--- src/rtl/rom_arb_pkg.sv ---
// Shared types and default widths for the ROM read arbiter.
// Optional build macro used by this slice: ROM_ARB_ROUND_ROBIN_EN.
package rom_arb_pkg;

  localparam int unsigned AW_DEF = 23;
  localparam int unsigned DW_DEF = 16;

  typedef enum logic [1:0] {
    IDLE  = 2'd0,
    ISSUE = 2'd1,
    WAIT  = 2'd2,
    DONE  = 2'd3
  } state_e;

endpackage

--- src/rtl/rom_arb_pick.sv ---
// Combinational winner selection over an eligible mask.
// ROM_ARB_ROUND_ROBIN_EN selects a rotating search start; otherwise lowest index wins.
module rom_arb_pick #(
  parameter int unsigned N_CH = 3,
  parameter int unsigned IW   = $clog2(N_CH)
) (
  input  logic [N_CH-1:0] elig_i,
`ifdef ROM_ARB_ROUND_ROBIN_EN
  input  logic [IW-1:0]   start_i,
`endif
  output logic [IW-1:0]   winner_o,
  output logic            found_o
);

`ifdef ROM_ARB_ROUND_ROBIN_EN
  always_comb begin
    int unsigned idx;
    idx      = 0;
    winner_o = '0;
    found_o  = 1'b0;
    // First eligible channel at or after start_i, wrapping past N_CH-1 to 0.
    for (int unsigned k = 0; k < N_CH; k++) begin
      idx = (k + 32'(start_i)) % N_CH;
      if (!found_o && elig_i[IW'(idx)]) begin
        winner_o = IW'(idx);
        found_o  = 1'b1;
      end
    end
  end
`else
  always_comb begin
    winner_o = '0;
    found_o  = 1'b0;
    for (int unsigned k = 0; k < N_CH; k++) begin
      if (!found_o && elig_i[k]) begin
        winner_o = IW'(k);
        found_o  = 1'b1;
      end
    end
  end
`endif

endmodule

--- src/rtl/rom_read_arbiter.sv ---
// Serialises ROM reads from N_CH level-handshake requesters onto one SDRAM read port.
// Build macro ROM_ARB_ROUND_ROBIN_EN enables round-robin arbitration (default: fixed priority).
module rom_read_arbiter
  import rom_arb_pkg::*;
#(
  parameter int unsigned N_CH = 3,
  parameter int unsigned AW   = AW_DEF,
  parameter int unsigned DW   = DW_DEF
) (
  input  logic                 clk,
  input  logic                 reset,
  input  logic [N_CH-1:0]      ch_req,
  input  logic [N_CH*AW-1:0]   ch_addr,
  output logic [DW-1:0]        ch_data,
  output logic [N_CH-1:0]      ch_valid,
  output logic                 sdram_req,
  output logic [AW-1:0]        sdram_addr,
  input  logic [DW-1:0]        sdram_data,
  input  logic                 sdram_valid,
  output logic                 busy
);

  localparam int unsigned IW = $clog2(N_CH);

  state_e          state_q;
  logic [IW-1:0]   g_q;
  logic [N_CH-1:0] lock_q, lock_d, lock_set;
  logic [N_CH-1:0] ch_valid_q;
  logic [DW-1:0]   ch_data_q;
  logic            sdram_req_q;
  logic [AW-1:0]   sdram_addr_q;
  logic [N_CH-1:0] elig;
  logic [IW-1:0]   winner;
  logic            found;

  assign elig = ch_req & ~lock_q;

`ifdef ROM_ARB_ROUND_ROBIN_EN
  logic [IW-1:0] rr_q, rr_d;
  assign rr_d = (winner == IW'(N_CH - 1)) ? '0 : winner + IW'(1);

  rom_arb_pick #(.N_CH(N_CH), .IW(IW)) u_pick (
    .elig_i   (elig),
    .start_i  (rr_q),
    .winner_o (winner),
    .found_o  (found)
  );
`else
  rom_arb_pick #(.N_CH(N_CH), .IW(IW)) u_pick (
    .elig_i   (elig),
    .winner_o (winner),
    .found_o  (found)
  );
`endif

  // A lock only survives while its requester keeps req high, so a dropped
  // transaction (req low at completion) never leaves the channel locked.
  always_comb begin
    lock_set = '0;
    if (state_q == WAIT && sdram_valid) lock_set[g_q] = 1'b1;
    lock_d = (lock_q | lock_set) & ch_req;
  end

  always_ff @(posedge clk) begin
    if (reset) begin
      state_q      <= IDLE;
      g_q          <= '0;
      lock_q       <= '0;
      ch_valid_q   <= '0;
      ch_data_q    <= '0;
      sdram_req_q  <= 1'b0;
      sdram_addr_q <= '0;
`ifdef ROM_ARB_ROUND_ROBIN_EN
      rr_q         <= '0;
`endif
    end else begin
      lock_q <= lock_d;
      case (state_q)
        IDLE: begin
          if (found) begin
            g_q          <= winner;
            sdram_addr_q <= ch_addr[winner*AW +: AW];
            state_q      <= ISSUE;
`ifdef ROM_ARB_ROUND_ROBIN_EN
            rr_q         <= rr_d;
`endif
          end
        end
        ISSUE: begin
          sdram_req_q <= 1'b1;
          state_q     <= WAIT;
        end
        WAIT: begin
          if (sdram_valid) begin
            sdram_req_q     <= 1'b0;
            ch_data_q       <= sdram_data;
            ch_valid_q[g_q] <= ch_req[g_q];
            state_q         <= DONE;
          end
        end
        DONE: begin
          ch_valid_q <= '0;
          state_q    <= IDLE;
        end
        default: state_q <= IDLE;
      endcase
    end
  end

  assign ch_data    = ch_data_q;
  assign ch_valid   = ch_valid_q;
  assign sdram_req  = sdram_req_q;
  assign sdram_addr = sdram_addr_q;
  assign busy       = (state_q != IDLE);

endmodule

--- config.mk ---
export PLATFORM = sky130hd
export DESIGN_NAME = rom_read_arbiter
export DESIGN_NICKNAME = d
export VERILOG_FILES = /design/src/rtl/rom_arb_pkg.sv /design/src/rtl/rom_arb_pick.sv /design/src/rtl/rom_read_arbiter.sv
export SDC_FILE = /design/constraint.sdc
export NUM_CORES = 1
export LEC_CHECK = 0
export CAP_MARGIN = 15
export CORE_UTILIZATION = 35
export DETAILED_ROUTE_END_ITERATION = 8
export PLACE_DENSITY = 0.82
export SLEW_MARGIN = 0
export SYNTH_ARGS = -nofsm -noshare
export SYNTH_HDL_FRONTEND = slang
export SYNTH_SLANG_ARGS = --single-unit
--- constraint.sdc ---
create_clock -name clk -period 2.18 [get_ports clk]
set_clock_uncertainty 0.15 [all_clocks]
set_input_delay 0.436 -clock clk [delete_from_list [all_inputs] [get_ports clk]]
set_output_delay 0.436 -clock clk [all_outputs]
set_load 0.01 [all_outputs]
### After elaboration in Yosys (flattened, before gate mapping)

Index checks and enable logic that the tools add are counted.

* multiply operators: 1
* order comparisons: 2
* eq/ne operators: 5
* shift operators: 1
* multiplexer cells: 18
* bitwise gates (word level): 4
* reductions and logical operators: 15

Operator list (count)
* variable part select 69 x 8 -> 23 bit: 1
* AND reduction 2 bit: 5
* case mux 2 bit (4 select lines): 1
* multiplier 2 x 5 -> 7 bit (second input constant): 1
* two-way mux 1 bit: 7
* AND 3 bit: 2
* two-way mux 2 bit: 3
* two-way mux 3 bit: 2
* case mux 3 bit (2 select lines): 1
* nonzero test 2 bit: 3
* == test 2 bit (second input constant): 2
* logical AND 1 bit: 4
* inequality test 2 bit (second input constant): 2
* bitwise mux 3 bit: 1
* < comparator 2 x 3 -> 1 bit (second input constant): 1
* inverter 3 bit: 1
* bitwise OR 3 bit: 1
* binary-select mux 1 bit (select 2 bit): 1
* demux 1 bit (select 2 bit): 1
* == test 2 x 1 -> 1 bit (second input constant): 1
* >= comparator 2 x 1 -> 1 bit (second input constant): 1
* logical NOT 1 bit: 2
* logical NOT 2 bit: 1
* case mux 1 bit (2 select lines): 1

* flip-flop bits (word level): 50
* bits of input ports: 91
* output and inout bits: 44

### Logic depth before layout (Yosys ltp)

Gate-level depths: netlist of run 1.

* word-level depth: 11
* gate-level depth with buffers: 7

### Cells and area by module

From an unflattened synthesis of run 1, not the netlist that was laid out.

* cells, all modules: 255
* area total of the unflattened synthesis: 2301.0 um^2

Modules (own cells, without submodules)
* rom_read_arbiter: times used 1, cells each 252, area an instance 2280.9 um^2, seq. area each 1001.0 um^2
* rom_arb_pick: times used 1, cells each 3, area an instance 20.0 um^2, seq. area each 0.0 um^2

### Worst setup path after synthesis of run 1

No wires, ideal clock.

* path type: reg2reg
* start point: register state_q[0]
* end point: register state_q[1]
* setup time: 0.128 ns
* arrival time: 1.385 ns
* required time: 1.902 ns
* slack: 0.518 ns
* stages on the path, launching flop included: 7
* clock period less this slack: 1.662 ns
* cells stage by stage: dfxtp_1 -> inv_1 -> ha_1 -> inv_1 -> o41a_1 -> mux2i_1 -> nor2_1

* cells in the longest elaborated chain, start to end: 3

Ends and longest elaborated chain
* start: declaration: line rom_read_arbiter.sv:25 `state_e state_q;`
* start signal: assignment: line rom_read_arbiter.sv:66 `state_q <= IDLE;`
* start signal: assignment: line rom_read_arbiter.sv:83 `state_q <= ISSUE;`
* start signal: assignment: line rom_read_arbiter.sv:91 `state_q <= WAIT;`
* == test 2 bit / logical NOT 2 bit (equally long branches): line rom_read_arbiter.sv:78 `case (state_q)`
* inequality test 2 bit (no source line)
* AND reduction 2 bit (no source line)

Several ways; a longest one is shown, not always the timed one.
A chain may end at the register's enable or synchronous reset.

### Worst setup path after layout of run 1

* start point: register state_q[0]
* end point: output busy

* cells in the longest elaborated chain, start to end: 1

Ends and longest elaborated chain
* nonzero test 2 bit: line rom_read_arbiter.sv:114 `assign busy = (state_q != IDLE);`
* end: declaration: line rom_read_arbiter.sv:20 `output logic busy`

Every way passes these cells.

==> run metrics, run 1 <==
asr flop ratio synth 0%; largest net degree at the start of global routing 26; area of the core 0.00676 mm²; share of cells above drive strength 1 under 10%; total of max-cap violations 0; Placed Cells 496; Simple-Gate Fraction of Synth Area a little over a quarter; TritonCTS clock tree built; drt drc 0; total power between 0.003 and 0.004 W; min-delay worst type reg -> reg; worst slew pin tran approximately 0.57 ns; post-route ant nets 0; post-layout util 59.4%; via count between 2000 and 3000; Rel. slew slack between 60% and 70%; Clk Latency, worst-skew pair about 0.30 ns; Synth Flop Type dfxtp_1; mux share of post-synthesis cell area ~2.1%; Area contributors post-synth dfxtp_1 (41%), nand3_1 (9.7%), a32o_1 (9.4%); Max clock buf depth 2; Avg Cell Area, Syn 8.43 µm²; fin. max-slew vios 0; Final Net Count 518; worst path required time about 1.6 ns; final HPWL from detailed placement approximately 5700 µm; number of CTS-inserted buffers 5; Worst setup EP type primary output; top cell type by total area after synthesis dfxtp_1; Final Critical Period about 2.0 ns; setup_tns 0 ns; # port buffers between 100 and 150; RSZ-0062 raised after global routing false; crit start category register; cells after synthesis approximately 290; leakage ~1.5 nW; outcome finished, final reports clean; sequential cell area about 0.001 mm²; vias in the first global route approximately 2600; all-layer global routing usage about 21%; Fmax between 500 and 600 MHz; Vias/cell 5.31; Post-synth EDFFs 0; GRT Residual Overflow 0; initial core utilization roughly 36%; Synth top area share about two fifths; Post-Syn Area between 0.002 and 0.0025 mm²; Die H between 80 and 90 µm; library cells used by synthesis 32; I/O pin total between 100 and 150; per-cell routed wire length 15.5 µm; Multi-input gate area between 0.001 and 0.0015 mm²; die area around 0.0073 mm²; Post CTS Setup Buffer Count 0; Peak VDD IR 0.487 mV; Seq/Total Area, Yosys between 40% and 50%; Worst EP arrival about 1.4 ns; final hold vios 0; CTS root buffer clkbuf_8; Pwr Density just over 800 mW/mm²; initial antenna violation count 0; largest family of logic cells by synthesized area simple AND/OR/NAND/NOR gates; final setup vio count 0; area grow syn2layout 64.7%; Synth Area in Adders 2.05%; final wirelength 7820 µm; CP max FO 5; DR iter-0 viols approximately 140; Synth Area in XOR/XNOR 0%; Net Count, Synth approximately 380; Post-CTS Hold Buffers 0; final non-filler cell total approximately 500; global-route wire length before repair roughly 12000 µm; clock sink total 50; Synth Area in Compound Gates about a fifth; Pre-antenna DRT Iters 4; fin crit share a little under 90%; routability cong. roughly 0.76; #FFs+latches synth 50; die width approximately 85 µm; clk slew on worst S/H paths approximately 0.09 ns; ANT cells 0; num rows 30; Syn. warnings 0; FILL cells between 600 and 700; Max H-tree Level 2; hold slack ~0.31 ns; critical path class reg -> out
-- critical path: stages, from the launching register on --
cell and delay [ns]:
dfxtp_2 0.35, inv_1 0.08, ha_2 0.26, inv_1 0.07
dlygate4sd2_1 0.30
-- logic make-up (layout without fill, tap and decap cells) --
group,count (synthesis),after routing
AO/OA/AOI/OAI,71,71
adder cells (fa/ha/maj),4,4
buffers and inverters,29,164
flip-flops,50,50
multiplexers,5,5
AND/OR/NAND/NOR,130,130
-- through the flow --
stage	setup WS, ns	cell area, µm²
2_1_floorplan	0.518	2440
4_1_cts	0.0180	4010
5_1_grt	0.118	4010
3_5_place_dp	-0.307	3900
3_3_place_gp	-0.276	3900
6_report	0.228	4010
-- cell usage in the layout (no fill, tap or decap), drive strengths merged, types with 10 or more instances in the layout --
cell           instances
nor2                  10
buf                   17
nand2b                26
dfxtp                 50
a21oi                 17
nand3                 47
o21ai                 23
clkdlybuf4s50        133
nand2                 33
a32o                  23
-- final timing paths --
check | cells past startpoint | to | start | slack, ns
max | 4 | busy | state_q[0]$_SDFFE_PP0P_ | 0.23
min | 2 | ch_data[7]$_SDFFE_PP0P_ | ch_data[7]$_SDFFE_PP0P_ | 0.31
max reg2reg | 7 | sdram_addr[5]$_SDFFE_PP0P_ | state_q[0]$_SDFFE_PP0P_ | 0.45
min reg2reg | 2 | ch_data[7]$_SDFFE_PP0P_ | ch_data[7]$_SDFFE_PP0P_ | 0.31
-- cell usage after synthesis (2+ instances only) --
| master | n |
|---|---|
| dfxtp_1 | 50 |
| nand3_1 | 47 |
| nand2_1 | 33 |
| nand2b_1 | 25 |
| a32o_1 | 23 |
| o21ai_0 | 23 |
| a21oi_1 | 17 |
| buf_2 | 9 |
| clkbuf_1 | 9 |
| nor2_1 | 9 |
| inv_1 | 5 |
| mux2i_1 | 5 |
| ha_1 | 4 |
| nor3_1 | 4 |
| a31oi_1 | 3 |
| buf_6 | 3 |
| nor3b_1 | 3 |
| and2b_1 | 2 |
| buf_8 | 2 |
-- routing by layer --
layer,part of all wire [%],track usage (%)
met3,9.4,6.81
met5,0,0
met4,0.84,5.61
met2,49,38.9
met1,40,24.1
-- sequential cells by signal, indices dropped and copies added, names as in the netlist --
name / cells
state_q: 2
g_q: 2
ch_data: 16
lock_q: 3
ch_valid: 3
sdram_addr: 23
sdram_req: 1
-- what timing repair did --
item,4_1_cts,5_1_grt
gates resized for setup,3,1
gates cloned,0,0
setup endpoints to repair,1,23
-- cell type report --
class,instances,area share (%)
sequential,50,25.0
tap,80,2.49
inverter,5,0.468
timing repair buffer,151,37.5
clock inverter,3,0.998
multi-input combinational,210,31.9
clock buffer,5,1.71
-- report_power, final --
part | total [W] | switching, W | internal (W)
registers | 0.00122 | 0.000113 | 0.00111
logic | 0.00140 | 0.000621 | 0.000777
clock network | 0.000649 | 0.000311 | 0.000338
total | 0.00327 | 0.00105 | 0.00222
(Power assumes the default switching activity.)
==> run 2: changes to the inputs <==
CORE_MARGIN = 5   (was not set)
==> run metrics, run 2 (synthesis results as in run 1) <==
outcome finished, final reports clean; crit path cell chain inv_1, ha_1, inv_1, dlygate4sd2_1; Max clock buf depth 2 (unchanged); setup_tns 0 ns (unchanged); Worst EP arrival 1.49 ns (+0.12 ns); vias in the first global route 2784 (+5.7%); total of max-cap violations 0 (unchanged); Peak VDD IR 0.442 mV (-9.3%); Worst path max stage delay 0.40 ns (+0.05 ns); final worst slack 0.0999 ns (-0.129 ns); clock sink total 50 (unchanged); Pre-antenna DRT Iters 4 (unchanged); Crit Reg-Reg Startpoint state_q[0]$_SDFFE_PP0P_; worst path required time 1.59 ns (about the same); post-route ant nets 0 (unchanged); clk slew on worst S/H paths 0.09 ns (about the same); initial antenna violation count 0 (unchanged); final hold vios 0 (unchanged); GRT Residual Overflow 0 (unchanged); DR iter-0 viols 60 (-56%); TritonCTS clock tree built; FILL cells 588 (-3.0%); number of CTS-inserted buffers 5 (unchanged); Pwr Density 811 mW/mm² (-0.48%); CP most frequent cell inv_1; via count 2660 (-0.67%); Vias/cell 5.11 (-3.9%); RSZ-0062 raised after global routing false; commonest non-fill, non-tap cell in the layout clkdlybuf4s50_1; sequential cell area 0.00100 mm² (-0.12%); Die H 93.5 µm (+9.4%); routability cong. 0.808 (+5.8%); Worst setup EP type primary output; min-delay worst type reg -> reg; Final Net Count 519 (+0.19%); slowest CP cell dfxtp_1; share of cells above drive strength 1 7.06% (-0.72 points); crit start category register; Multi-input gate area 0.00128 mm² (-0.20%); Final Critical Period 2.08 ns (+0.129 ns); most frequent cells in the layout clkdlybuf4s50_1 (133), dfxtp_1 (50), nand3_1 (47); all-layer global routing usage 18.8% (-2.6 points); Rel. slew slack 63.6% (+1.4 points); largest net degree at the start of global routing 26 (unchanged); Max H-tree Level 2 (unchanged); per-cell routed wire length 15.6 µm (+0.21%); # port buffers 134 (unchanged); critical path class reg -> out; CP startpoint state_q[0]$_SDFFE_PP0P_; total power 0.00328 W (+0.36%); final HPWL from detailed placement 6120 µm (+6.9%); Clk Latency, worst-skew pair 0.30 ns (about the same); num rows 30 (unchanged); fin. max-slew vios 0 (unchanged); die width 93.5 µm (+9.4%); leakage 1.46 nW (+0.33%); die area 0.00873 mm² (+20%); global-route wire length before repair 13200 µm (+6.4%); area of the core 0.00679 mm² (+0.56%); pre-CTS WS -0.325 ns (-0.0188 ns); Post-DP Area 0.00394 mm² (+1.0%); CTS root buffer clkbuf_8; I/O pin total 135 (unchanged); final wirelength 8100 µm (+3.6%); drt drc 0 (unchanged); Fmax 481 MHz (-6.2%); worst slew pin tran 0.545 ns (-0.0205 ns); reg-to-reg slack, setup 0.38 ns (-0.07 ns); area grow syn2layout 66.1%; fin crit share 95.4% (+5.9 points); CP max FO 4 (-1); post-layout util 59.6% (+0.17 points); Largest register FFs 23 (unchanged); ANT cells 0 (unchanged); post-route cell area 0.00405 mm² (+0.84%); final setup vio count 0 (unchanged); initial core utilization 35.9% (-0.20 points); worst hold start ch_data[3]$_SDFFE_PP0P_
-- run 2: per-stage QoR --
step,cells,hold WS [ns]
CTS,521,0.309
detailed placement,513,0.297
global placement,513,0.291
finish,521,0.307
global route,521,0.332
floorplan,289,0.331
-- run 2: area by class of cell --
type | instances | area share [%]
Timing Repair Buffer | 152 | 37.7
Multi-Input combinational cell | 210 | 31.5
Sequential cell | 50 | 24.7
Tap cell | 96 | 2.97
Clock buffer | 7 | 1.89
Clock inverter | 1 | 0.742
Inverter | 5 | 0.464
-- run 2: worst paths after layout --
| kind | endpoint | cells past startpoint |
|---|---|---|
| setup reg to reg | sdram_addr[22]$_SDFFE_PP0P_ | 7 |
| hold reg to reg | ch_data[3]$_SDFFE_PP0P_ | 2 |
| setup / recovery | busy | 4 |
| hold / removal | ch_data[3]$_SDFFE_PP0P_ | 2 |
-- run 2: routing by layer --
layer | track usage [%] | routed length [µm] | vias up
li1 | - | - | 1301
met3 | 7.32 | 914 | 11
met5 | 0 | 0 | -
met2 | 32.5 | 3870 | 120
met4 | 5.74 | 109 | 0
met1 | 21.3 | 3210 | 1228
-- run 2: where the power goes --
group          internal [W]  switching [W]
registers           0.00111       0.000110
logic              0.000788       0.000624
clock network      0.000344       0.000307
-- run 2: worst max-delay path, delay by kind of cell, from the launching register on --
family	cells	cell delay (ns)
flops	1	0.40
fa+ha+maj	1	0.29
buf+inv	3	0.50
-- run 2: what timing repair did --
item                       in CTS  in global routing
setup endpoints to repair       2                  0
setup buffers                   0                  0
resized for setup               2                  0
hold buffers                    0                  0
